`config.mk`:
```
export PLATFORM = sky130hd
export DESIGN_NAME = ebus_diag_responder
export DESIGN_NICKNAME = d
export VERILOG_FILES = /design/src/rtl/ebus_diag_responder_pkg.sv /design/src/rtl/ebus_diag_responder_strobe_edge.sv /design/src/rtl/ebus_diag_responder.sv
export SDC_FILE = /design/constraint.sdc
export NUM_CORES = 1
export LEC_CHECK = 0
export ABC_AREA = 1
export CAP_MARGIN = 20
export CELL_PAD_IN_SITES_DETAIL_PLACEMENT = 0
export CELL_PAD_IN_SITES_GLOBAL_PLACEMENT = 1
export CORE_ASPECT_RATIO = 0.75
export CORE_MARGIN = 8
export CORE_UTILIZATION = 26
export DETAILED_ROUTE_END_ITERATION = 10
export GPL_TIMING_DRIVEN = 1
export PLACE_DENSITY_LB_ADDON = 0.1
export REMOVE_ABC_BUFFERS = 1
export SLEW_MARGIN = 40
export SYNTH_ARGS = -nofsm -noshare
export SYNTH_HDL_FRONTEND = slang
export SYNTH_SLANG_ARGS = --single-unit
```
`constraint.sdc`:
```
create_clock -name clk -period 1.3 [get_ports clk]
set_input_delay 0.195 -clock clk [delete_from_list [all_inputs] [get_ports clk]]
set_output_delay 0.195 -clock clk [all_outputs]
set_load 0.02 [all_outputs]
```
`src/rtl/ebus_diag_responder_pkg.sv`:
```
// ebus_diag_responder_pkg
// Shared backplane definitions for the EBUS diagnostic responder slice:
//   DIAG_FUNC_W    - width of a front-end diagnostic function code
//   EBUS_W         - width of the EBUS data path
//   tEBUSdriver    - one device's contribution to the top-level EBUS mux
//   tDiagRespState - diagnostic responder FSM states
package ebus_diag_responder_pkg;

  localparam int DIAG_FUNC_W = 7;
  localparam int EBUS_W      = 36;

  // The top-level mux ORs every device's .data together, so .data must be
  // zero whenever .driving is low.
  typedef struct packed {
    logic              driving;
    logic [EBUS_W-1:0] data;
  } tEBUSdriver;

  typedef enum logic [2:0] {
    ST_IDLE    = 3'd0,
    ST_SETUP   = 3'd1,
    ST_DRIVE   = 3'd2,
    ST_RELEASE = 3'd3,
    ST_WRITE   = 3'd4,
    ST_WAITLOW = 3'd5
  } tDiagRespState;

endpackage

```
`src/rtl/ebus_diag_responder_strobe_edge.sv`:
```
// diag_strobe_edge
// Registers the front-end diagnostic strobe and produces single-cycle
// rise and fall pulses relative to the registered copy.
// Ports:
//   clk, reset_l - board clock, asynchronous active-low reset
//   strobe       - diagnostic strobe, synchronous to clk
//   rise         - strobe high now, low last cycle
//   fall         - strobe low now, high last cycle
module diag_strobe_edge (
  input  logic clk,
  input  logic reset_l,
  input  logic strobe,
  output logic rise,
  output logic fall
);

  logic strobe_q;

  always_ff @(posedge clk or negedge reset_l) begin
    if (!reset_l) begin
      strobe_q <= 1'b0;
    end else begin
      strobe_q <= strobe;
    end
  end

  assign rise = strobe & ~strobe_q;
  assign fall = ~strobe & strobe_q;

endmodule

```
`src/rtl/ebus_diag_responder.sv`:
```
// ebus_diag_responder
// Device end of the front-end diagnostic EBUS protocol for one board slice.
// A read function in range snapshots one local register and drives it on
// EBUSdriver after a settling delay; a write function captures EBUS data
// and pulses wr_load to the owning board logic.
//
// Strobe handshake: a transaction starts only on the rising edge of
// diag_strobe; diag_func is sampled at that edge alone. A read drives the
// bus until the strobe is seen low, then spends one RELEASE cycle off the
// bus before accepting the next rise. A write pulses wr_load once and then
// waits for the strobe to go low. Function codes outside the owned range
// are ignored entirely.
//
// Parameters:
//   BASE_FUNC - first owned diagnostic function code
//   NREG      - number of owned function codes (1..8)
//   SETUP_CYC - cycles from strobe rise to driving (0..7)
// Ports:
//   clk, reset_l   - board clock, asynchronous active-low reset
//   diag_strobe    - front-end diagnostic strobe
//   diag_func      - function code; bit 0 set = write, bits [6:1] = code
//   ebus_in        - resolved EBUS data
//   rd_data        - NREG packed local register values, entry 0 in LSBs
//   wr_data        - captured EBUS data of the last write
//   wr_sel         - register index of the last write
//   wr_load        - one-cycle write pulse
//   EBUSdriver     - bus contribution (.driving, .data)
//   busy           - FSM not in IDLE
//   contention_err - sticky bus contention flag
//   fsm_state      - current FSM state, for debug
// Build option: define EBUS_CONTENTION_CHECK_EN to compare the resolved
// bus against the driven snapshot while driving; otherwise contention_err
// is tied low.
module ebus_diag_responder
  import ebus_diag_responder_pkg::*;
#(
  parameter logic [DIAG_FUNC_W-1:0] BASE_FUNC = 7'o100,
  parameter int                     NREG      = 4,
  parameter int                     SETUP_CYC = 2
) (
  input  logic                     clk,
  input  logic                     reset_l,
  input  logic                     diag_strobe,
  input  logic [DIAG_FUNC_W-1:0]   diag_func,
  input  logic [EBUS_W-1:0]        ebus_in,
  input  logic [NREG*EBUS_W-1:0]   rd_data,
  output logic [EBUS_W-1:0]        wr_data,
  output logic [2:0]               wr_sel,
  output logic                     wr_load,
  output tEBUSdriver               EBUSdriver,
  output logic                     busy,
  output logic                     contention_err,
  output tDiagRespState            fsm_state
);

  localparam logic [5:0] BASE_CODE  = BASE_FUNC[6:1];
  localparam logic [2:0] SETUP_LAST = 3'(SETUP_CYC - 1);

  tDiagRespState     state;
  logic              rise;
  logic              fall;
  logic [5:0]        code;
  logic [5:0]        offs;
  logic              hit;
  logic [2:0]        idx;
  logic              is_write;
  logic [EBUS_W-1:0] rd_arr [8];
  logic [EBUS_W-1:0] snap;
  logic [2:0]        setup_cnt;
  tEBUSdriver        drv;

  diag_strobe_edge u_strobe_edge (
    .clk     (clk),
    .reset_l (reset_l),
    .strobe  (diag_strobe),
    .rise    (rise),
    .fall    (fall)
  );

  // Function decode: bits [6:1] select the register, bit 0 the direction.
  assign code     = diag_func[6:1];
  assign offs     = code - BASE_CODE;
  assign hit      = (code >= BASE_CODE) && (offs < 6'(NREG));
  assign idx      = offs[2:0];
  assign is_write = diag_func[0];

  // Unpack rd_data into a full 8-entry table so a 3-bit index is always
  // in bounds; unused entries read as zero and are never selected on a hit.
  for (genvar i = 0; i < 8; i++) begin : g_rd_arr
    if (i < NREG) begin : g_used
      assign rd_arr[i] = rd_data[i*EBUS_W +: EBUS_W];
    end else begin : g_unused
      assign rd_arr[i] = '0;
    end
  end

  always_ff @(posedge clk or negedge reset_l) begin
    if (!reset_l) begin
      state     <= ST_IDLE;
      snap      <= '0;
      setup_cnt <= '0;
      drv       <= '0;
      wr_data   <= '0;
      wr_sel    <= '0;
      wr_load   <= 1'b0;
    end else begin
      wr_load <= 1'b0;
      case (state)
        ST_IDLE: begin
          if (rise && hit) begin
            if (is_write) begin
              // Capture at the transition so wr_load, wr_data and wr_sel
              // are all valid together in the WRITE cycle.
              wr_data <= ebus_in;
              wr_sel  <= idx;
              wr_load <= 1'b1;
              state   <= ST_WRITE;
            end else begin
              snap      <= rd_arr[idx];
              setup_cnt <= '0;
              if (SETUP_CYC == 0) begin
                drv.driving <= 1'b1;
                drv.data    <= rd_arr[idx];
                state       <= ST_DRIVE;
              end else begin
                state <= ST_SETUP;
              end
            end
          end
        end
        ST_SETUP: begin
          // A fall before the settling time expires aborts the read.
          if (fall) begin
            state <= ST_RELEASE;
          end else if (setup_cnt == SETUP_LAST) begin
            drv.driving <= 1'b1;
            drv.data    <= snap;
            state       <= ST_DRIVE;
          end else begin
            setup_cnt <= setup_cnt + 3'd1;
          end
        end
        ST_DRIVE: begin
          if (fall) begin
            drv   <= '0;
            state <= ST_RELEASE;
          end
        end
        ST_RELEASE: begin
          state <= ST_IDLE;
        end
        ST_WRITE: begin
          state <= ST_WAITLOW;
        end
        ST_WAITLOW: begin
          if (!diag_strobe) begin
            state <= ST_IDLE;
          end
        end
        default: begin
          drv   <= '0;
          state <= ST_IDLE;
        end
      endcase
    end
  end

  assign EBUSdriver = drv;
  assign busy       = (state != ST_IDLE);
  assign fsm_state  = state;

`ifdef EBUS_CONTENTION_CHECK_EN
  // The first DRIVE cycle is excluded: the bus needs a cycle to resolve to
  // our value before a mismatch means another driver is fighting us.
  logic drive_seen;
  logic err;

  always_ff @(posedge clk or negedge reset_l) begin
    if (!reset_l) begin
      drive_seen <= 1'b0;
      err        <= 1'b0;
    end else begin
      drive_seen <= (state == ST_DRIVE);
      if ((state == ST_DRIVE) && drive_seen && (ebus_in != snap)) begin
        err <= 1'b1;
      end
    end
  end

  assign contention_err = err;
`else
  assign contention_err = 1'b0;
`endif

endmodule

```
==> results.ini <==
[yosys]
synth_ff_type=dfrtp_1
synth_area_leaders=dfrtp_1 49%, nand2_1 19%, nor2_1 10%, o21ai_0 6.2%, o21ai_2 4.3%
netlist_area_um2=6097
synth_cells=835
synth_top_area_cell=dfrtp_1
syn_area_per_cell_um2=7.302
yosysSeqAreaShare=0.4925
yosysWarnings=0
synth_cell_types=24
ys_ff_latch=120
synth.top_cell.area_share=0.4925
synth_edf_count=0
ys_async_sr_fraction=1.000

[finish]
fillers=2331
drive_above_1_share=0.3350
syn2layout_area_growth_pct=85.31
antenna_cells=0
fin_nets=1358
final_cells=1479
fin_area_um2=11300
final_cell_mix=187 x nand2_1, 187 x clkdlybuf4s50_1, 150 x nor2_1, 117 x dfrtp_1, 96 x nand2_2

[detailed_routing]
drtIter0Drc=259
drc=0
viasPerCell=4.296
dr.pass1.iters=6
finalWirelength_um=24890
ant_nets=0
wire_per_inst_um=16.83
num_vias=6354

[min_path]
hold_path_class=primary input to async pin

[clock_network]
cts_tree=built
cts-root-buf=clkbuf_16
cts-htree-levels=4
numCtsBuffers=17
clock-sinks=120
path_clk_slew_ns=0.06
clockBufferDepth=2
insertion_delay_ns=0.42

[sta]
fmax_mhz=620.1
setup_viol_count_final=123
tns_ns=-31.28
finalCritPeriodShare=1.240
setup_ws_ns=-0.3125
fin_hold_ws_ns=0.2601
finalCriticalPeriod_ns=1.613
grt_setup_unrepaired=true
skew_ns=0.008362
hold_viol=0
drv_slew=0

[placed_design]
routabilityCongestion=0.7718
place_inst=1403
dp_hpwl_um=16120
portBuffers=270
place_area_um2=9443

[critical_path]
arrival_ns=1.92
crit_fanout=5
rr_worst_depth=7
cpPeakStageDelay_ns=0.43
critPathCaptureType=flip-flop
worst-setup-path-type=flip-flop to flip-flop
required_ns=1.60
slowest_stage=dfrtp_2
path_cells=nor2_4, nand3b_1, buf_4, or2_4, buf_8, nand2_2, o21ai_2
worstSetupStartpointType=flip-flop

[run]
drv_cap=0

[grt]
grt_pass1_vias=6325
grt_max_degree=46
grt_use_total=0.1607
grt-ovfl-total=0
grt_antenna_before_repair=0
grt_first_pass_wirelength_um=35820

[pwr]
power_mw=15.78
powerDensity_nw_per_um2=1397
power_leakage_nw=5.722
vdd_ir_drop_max_uv=905.3

[floorplan]
die_h_um=148.6
die_area_um2=28660
start_util=0.2651
core-area_um2=23000
rows=48
die_w_um=192.8
ioPinCount=272

[outcome]
violations=setup timing
status=finished, violations left

## cells by family after synthesis
kind of cell	Yosys count	synth area share
AND/OR/NAND/NOR	492	0.3076
other	1	0.0006150
AO/OA/AOI/OAI	116	0.1137
adder cells (fa/ha/maj)	2	0.004104
flip-flops	120	0.4925
buffers and inverters	103	0.08003
XOR/XNOR	1	0.001437
## final timing paths
kind	start	endpoint	slack (ns)
worst max-delay path	fsm_state[0]	snap[8]	-0.31
worst min-delay path	reset_l	EBUSdriver[34]	0.26
worst max register to register	fsm_state[0]	snap[8]	-0.31
worst min register to register	EBUSdriver[7]	EBUSdriver[7]	0.47
max in group asynchronous	reset_l	EBUSdriver[4]	0.54
min in group clk	ebus_in[3]	wr_data[3]	0.31
## per-stage QoR
| step | utilization | worst slack, ns |
|---|---|---|
| after global routing | 0.4912 | -0.3933 |
| final | 0.4912 | -0.3125 |
| after CTS | 0.4605 | -0.2774 |
| after detailed placement | 0.4105 | -0.4467 |
| after global placement | 0.4105 | -0.4357 |
| after floorplan | - | -1.603 |
## flip-flops by register name, summed over array words and instances (netlist names)
name and flops:
wr_data 36, wr_load 1, fsm_state 3, setup_cnt 3, u_strobe_edge.strobe_q 1, EBUSdriver 37, snap 36, wr_sel 3
## area by class of cell
cell class	count	area, um2	share of cell area
timing repair buffer	357	3822	0.3383
sequential	120	3007	0.2661
tap	300	375.4	0.03322
clock buffer	18	439.2	0.03887
multi-input combinational	613	3254	0.2880
inverter	57	226.5	0.02004
clock inverter	14	173.9	0.01539
## per-layer routing
metal,vias up,GRT usage,wire [um]
met1,2913,0.2163,11400
li1,3244,-,-
met3,18,0.06200,2189
met2,179,0.2391,11010
met4,0,0.03659,291
met5,-,0,0
## repair_timing
item | in CTS | in global routing
setup buffers | 9 | 16
pin swaps | 5 | 53
resized for setup | 270 | 265
hold buffers | 1 | 0
hold endpoints to repair | 31 | 0
gates cloned | 9 | 15
setup endpoints to repair | 199 | 163
## Yosys cell counts (all sizes together), types with 2 or more instances
cell and number:
buf 29, dfrtp 120, nand3 8, inv 56, nor2 164, clkbuf 17
nand2 317, o21ai 115, ha 2
## critical path, delay by kind of cell, from the launching register on
kind | cells | cell delay (ns)
buffers and inverters | 2 | 0.35
and+or+nand+nor | 4 | 0.68
DFF | 1 | 0.43
AOI/OAI and AO/OA | 1 | 0.05
## power by group
part | switching [mW] | internal (mW) | total [mW]
combinational | 3.01 | 2.84 | 5.86
clock | 1.83 | 3.08 | 4.91
sequential | 0.595 | 4.42 | 5.01
total | 5.44 | 10.3 | 15.8
Power figures use the tool's default switching activity.
